### config.mk
export PLATFORM = sky130hd
export DESIGN_NAME = wb_port_arbiter
export DESIGN_NICKNAME = d
export VERILOG_FILES = /design/src/rtl/wb_port_arbiter_pkg.sv /design/src/rtl/wb_port_arbiter_rr_pick.sv /design/src/rtl/wb_port_arbiter.sv
export SDC_FILE = /design/constraint.sdc
export NUM_CORES = 1
export LEC_CHECK = 0
export BUFFER_PORTS_ARGS = -buffer_cell sky130_fd_sc_hd__buf_2
export CORE_UTILIZATION = 54
export DETAILED_ROUTE_END_ITERATION = 10
export PLACE_DENSITY = 0.84
export RECOVER_POWER = 25
export SYNTH_ARGS = -nofsm -noshare
export SYNTH_HDL_FRONTEND = slang
export SYNTH_HIERARCHICAL = 1
export SYNTH_SLANG_ARGS = --single-unit
### constraint.sdc
create_clock -name clk -period 6.55 [get_ports clk]
set_input_delay 0.655 -clock clk [delete_from_list [all_inputs] [get_ports clk]]
set_output_delay 0.655 -clock clk [all_outputs]
set_load 0.03 [all_outputs]
### src/rtl/wb_port_arbiter_pkg.sv
//------------------------------------------------------------------------------
// Module  : wb_arb_pkg
// Brief   : Shared types, constants and helpers for the writeback port arbiter.
// Revision: 1.0 - initial release
//------------------------------------------------------------------------------
`default_nettype none

package wb_arb_pkg;

  localparam int NREQ_MAX = 5;

  localparam logic [2:0] SEL_REQ0 = 3'b000;
  localparam logic [2:0] SEL_REQ1 = 3'b001;
  localparam logic [2:0] SEL_REQ2 = 3'b010;
  localparam logic [2:0] SEL_REQ3 = 3'b011;
  localparam logic [2:0] SEL_REQ4 = 3'b100;

  typedef enum logic [0:0] {
    IDLE  = 1'b0,
    WRITE = 1'b1
  } state_t;

  function automatic logic [2:0] idx_to_sign(input logic [2:0] idx);
    case (idx)
      3'd0:    idx_to_sign = SEL_REQ0;
      3'd1:    idx_to_sign = SEL_REQ1;
      3'd2:    idx_to_sign = SEL_REQ2;
      3'd3:    idx_to_sign = SEL_REQ3;
      3'd4:    idx_to_sign = SEL_REQ4;
      default: idx_to_sign = SEL_REQ0;
    endcase
  endfunction

endpackage

`default_nettype wire

### src/rtl/wb_port_arbiter_rr_pick.sv
//------------------------------------------------------------------------------
// Module  : rr_pick
// Brief   : Combinational find-first-set over NREQ requesters, starting at the
//           index after ptr and wrapping, with masked bits excluded.
// Revision: 1.0 - initial release
//------------------------------------------------------------------------------
`default_nettype none

module rr_pick
  import wb_arb_pkg::*;
#(
  parameter int NREQ = 5
) (
  input  logic [NREQ-1:0] valid,
  input  logic [NREQ-1:0] mask,
  input  logic [2:0]      ptr,
  output logic [2:0]      idx,
  output logic            any_valid
);

  logic [7:0] w_elig;

  assign w_elig = {{(8-NREQ){1'b0}}, valid & ~mask};

  always_comb begin
    logic [3:0] cand;
    cand      = '0;
    idx       = '0;
    any_valid = 1'b0;
    // Visit ptr+1 .. ptr+NREQ modulo NREQ; ptr itself is checked last.
    for (int k = 1; k <= NREQ; k++) begin
      cand = {1'b0, ptr} + 4'(k);
      if (cand >= 4'(NREQ)) cand = cand - 4'(NREQ);
      if (!any_valid && w_elig[cand[2:0]]) begin
        idx       = cand[2:0];
        any_valid = 1'b1;
      end
    end
  end

endmodule

`default_nettype wire

### src/rtl/wb_port_arbiter.sv
//------------------------------------------------------------------------------
// Module  : wb_port_arbiter
// Brief   : Round-robin arbiter sharing the register-file writeback port among
//           up to five producers. Define WB_ARB_FIXED_PRIO_EN for fixed
//           lowest-index-wins priority instead of round-robin.
// Revision: 1.0 - initial release
//------------------------------------------------------------------------------
`default_nettype none

module wb_port_arbiter
  import wb_arb_pkg::*;
#(
  parameter int NREQ = 5,
  parameter int RW   = 5
) (
  input  logic             clk,
  input  logic             rst_n,
  input  logic [NREQ-1:0]  req_valid,
  input  logic [NREQ*RW-1:0] req_rd,
  output logic [NREQ-1:0]  req_ready,
  input  logic             wb_stall,
  output logic [2:0]       mux_sign,
  output logic             wb_we,
  output logic [RW-1:0]    wb_rd,
  output logic             busy
);

  state_t          r_state;
  logic [2:0]      r_sel;
  logic [2:0]      r_mux_sign;
  logic [RW-1:0]   r_wb_rd;
`ifndef WB_ARB_FIXED_PRIO_EN
  logic [2:0]      r_last_grant;
`endif

  logic [RW-1:0]   w_rd_arr [8];
  logic [2:0]      w_ptr;
  logic [NREQ-1:0] w_mask;
  logic [2:0]      w_pick;
  logic            w_any;
  logic            w_commit;

  generate
    for (genvar gi = 0; gi < 8; gi++) begin : g_rd
      if (gi < NREQ) begin : g_used
        assign w_rd_arr[gi] = req_rd[gi*RW +: RW];
      end else begin : g_unused
        assign w_rd_arr[gi] = '0;
      end
    end
  endgenerate

`ifdef WB_ARB_FIXED_PRIO_EN
  // Starting after the top index makes the search begin at requester 0.
  assign w_ptr  = 3'(NREQ-1);
  assign w_mask = '0;
`else
  // While writing, the completing requester becomes last_grant and is masked.
  assign w_ptr  = (r_state == WRITE) ? r_sel : r_last_grant;
  assign w_mask = (r_state == WRITE) ? (NREQ'(1) << r_sel) : '0;
`endif

  rr_pick #(
    .NREQ (NREQ)
  ) u_rr_pick (
    .valid     (req_valid),
    .mask      (w_mask),
    .ptr       (w_ptr),
    .idx       (w_pick),
    .any_valid (w_any)
  );

  assign w_commit  = (r_state == WRITE) && !wb_stall;
  assign busy      = (r_state == WRITE);
  assign wb_we     = w_commit && (r_wb_rd != '0);
  assign req_ready = w_commit ? (NREQ'(1) << r_sel) : '0;
  assign mux_sign  = r_mux_sign;
  assign wb_rd     = r_wb_rd;

  always_ff @(posedge clk or negedge rst_n) begin
    if (!rst_n) begin
      r_state      <= IDLE;
      r_sel        <= '0;
      r_mux_sign   <= SEL_REQ0;
      r_wb_rd      <= '0;
`ifndef WB_ARB_FIXED_PRIO_EN
      r_last_grant <= 3'(NREQ-1);
`endif
    end else begin
      case (r_state)
        IDLE: begin
          if (w_any) begin
            r_sel      <= w_pick;
            r_mux_sign <= idx_to_sign(w_pick);
            r_wb_rd    <= w_rd_arr[w_pick];
            r_state    <= WRITE;
          end
        end
        WRITE: begin
          if (!wb_stall) begin
`ifndef WB_ARB_FIXED_PRIO_EN
            r_last_grant <= r_sel;
`endif
            if (w_any) begin
              r_sel      <= w_pick;
              r_mux_sign <= idx_to_sign(w_pick);
              r_wb_rd    <= w_rd_arr[w_pick];
            end else begin
              r_state <= IDLE;
            end
          end
        end
        default: r_state <= IDLE;
      endcase
    end
  end

endmodule

`default_nettype wire

==> results.toml <==
[detailed_routing]
firstDrtPassIters = 4
dr_wl_met3_um = 268
first_iter_violations = 147
drt-met1-wl_um = 1910
routed.top_layer = "met4"
drt-wirelength-per-cell_um = 15.0
num_vias = 1817
wl_um = 4440
detail_route.drc_violations = 0
detail_route.vias_per_cell = 6.14
drt.antenna.violating_nets = 0
route.met2.wl_um = 2210

[status]
result_of_the_run = "finished clean"

[layout]
finish.net_count = 297
num-fill-cells = 263
mostFrequentLayoutCells = "buf_2 (46), nand2_1 (15), a21oi_1 (15)"
final_common_cell = "buf_2"
synthToLayoutAreaGrowth_pct = 14.9
layout_cell_share_with_drive_strength_beyond_1_pct = 30.6
antenna_diode_count = 0

[critical_path]
required_ns = 6.72
rr_startpoint = "busy$_DFF_PN0_"
critPathKind = "reg -> reg"
arrival_ns = 5.06
reg2reg_depth = 17
crit_path_launch_type = "flop"
worst_setup_path_startpoint = "busy$_DFF_PN0_"
timing.critical_path.fanout_max = 17
endpoint_class_of_the_critical_path = "flop"

[global_routing]
grt_pass1_wl_um = 6980
antenna_found_initial = 0
globalRouteOverflowTotal = 0
first_global_vias = 1559
global_router_s_overall_resource_usage_pct = 25.1
largest_net_degree_at_the_start_of_global_routing = 20

[synthesis]
synthCells = 210
post_synth.cell_area_avg_um2 = 8.69
dominantRegCellSynth = "dfrtp_1"
ys_seq_area_share_pct = 20.6
post_synthesis_net_count = 254
synth_cell_type_count = 55
ys_async_sr_fraction_pct = 100
synth_edf_count = 0
synthesis.area_um2 = 1820
ys_warn_count = 6
synth-seq-cells = 15

[die]
floorplan.die.height_um = 60.1
die_width_um = 60.1
count_of_standard_cell_rows = 20
start_util_pct = 58.3
core_area_um2 = 3130
floorplan.die_area_um2 = 3610
io_pins = 48

[clocking]
hold_buf_cts = 0
clock_tree.htree_level_count = 1
tritoncts.num_buffers = 3
ctsResizeCount = 0
post-cts-setup-buffer-count = 0
clk_root_buffer_cell = "clkbuf_4"
clk-insertion-delay-late_ns = 0.28
cts-root-to-sink-buffers = 2
clk_pin_slew_ns = 0.09
tritoncts_num_sinks = 15
tritoncts = "yes"

[sta]
timing.fmax_ghz = 0.205
slew_limit_fails = 0
rsz_0062_raised_after_global_routing = "false"
setup_tns_ns = 0
slew_headroom_pct = 33.5
final_min_period_over_clock_period_pct = 74.7
tightestPinTransition_ns = 0.973
finalClockSkew_ns = 0.00557
hold-worst-slack_ns = 0.424
layout_min_cycle_time_ns = 4.89
report.final.hold_viol_count = 0
setup-violations-final = 0

[min_path]
hp-class = "in -> async"

[job]
maxCapViolCount = 0

[place]
gp_congestion = 0.943
io_buffers = 47
hpwl_um = 3610
[metrics by stage]
stage | instance area, um2 | instances | worst slack (ns) | util (%)
floorplan | 1820 | 210 | 1.72 | -
global placement | 2070 | 292 | 1.88 | 66.2
detailed placement | 2070 | 292 | 1.78 | 66.2
CTS | 2100 | 296 | 1.76 | 67.0
global route | 2100 | 296 | 1.36 | 67.0
finish | 2100 | 296 | 1.66 | 67.0
[worst max-delay path, cell delays in order, from the launching register on]
cell	delay, ns
dfrtp_1	0.52
nand2_1	0.14
o21ai_1	0.11
buf_4	0.23
inv_2	0.12
ha_1	0.22
inv_1	0.06
fa_1	0.43
a21oi_1	0.20
nor2_1	0.06
a2111oi_0	0.85
or3_1	0.30
nor4b_4	0.08
a221o_1	0.35
o2bb2ai_1	0.32
mux4_2	0.37
nor3b_1	0.16
a221o_1	0.28
[routing by layer]
metal  up-vias  GRT usage, %
met1       865          33.9
met5         -             0
met2        69          42.7
met4         0          6.98
li1        877             -
met3         6          1.73
[state kept, by name, summed over array words and instances, names as in the netlist]
| name | count |
|---|---|
| busy | 1 |
| mux_sign | 3 |
| r_last_grant | 3 |
| r_sel | 3 |
| wb_rd | 5 |
[area by class of cell]
cell class                 count  area (um2)  area share [%]
clock inverter                 1        5.00           0.239
timing repair buffer          50         256            12.2
clock buffer                   3        22.5            1.07
sequential                    15         377            18.0
tap                           44        55.1            2.63
multi-input combinational    175        1350            64.4
inverter                       8        30.0            1.43
[final timing paths]
path                                      endpoint  slack [ns]
max                           wb_rd[4]$_DFFE_PN0P_        1.66
min                        mux_sign[1]$_DFFE_PN0P_        0.42
max reg2reg                   wb_rd[4]$_DFFE_PN0P_        1.66
min reg2reg                mux_sign[0]$_DFFE_PN0P_        0.48
max in group asynchronous     r_sel[1]$_DFFE_PN0P_        5.64
min in group clk           mux_sign[0]$_DFFE_PN0P_        0.48
[synthesized netlist by cell type, types with 2 or more instances]
cell type   n  area share, %
a21oi_1    15            4.1
nand2_1    15            3.1
dfrtp_1    14             19
o21ai_0    14            3.8
nand2b_1   12            4.1
nor2_1     12            2.5
ha_1       10            6.9
mux2_2      9            5.6
nor3_1      9            2.5
inv_1       7            1.4
nor2b_1     7            2.4
a221o_1     6            3.3
mux4_2      6            7.4
nor3b_1     6            2.5
clkbuf_1    5            1.0
nand3_1     4            1.1
or3_1       4            1.4
xnor2_1     4            1.9
a21o_1      3            1.2
buf_2       3           0.82
mux2i_1     3            1.6
a211o_1     2           0.96
a211oi_1    2           0.82
a31oi_1     2           0.69
buf_6       2            1.2
nand4_1     2           0.69
nor4b_4     2            2.6
o2111a_1    2            1.2
o31ai_1     2           0.82
[kinds of logic after synthesis]
family	after synthesis	share of synthesized area, %
compound gates	57	21.4
xor+xnor	5	2.40
fa+ha+maj	11	7.96
buf+inv	20	5.35
flops	15	20.6
mux	18	14.6
simple gates	84	27.6
Power is not shown: default switching activity piles up to over one toggle a cycle in this logic, so the estimate is an artifact.
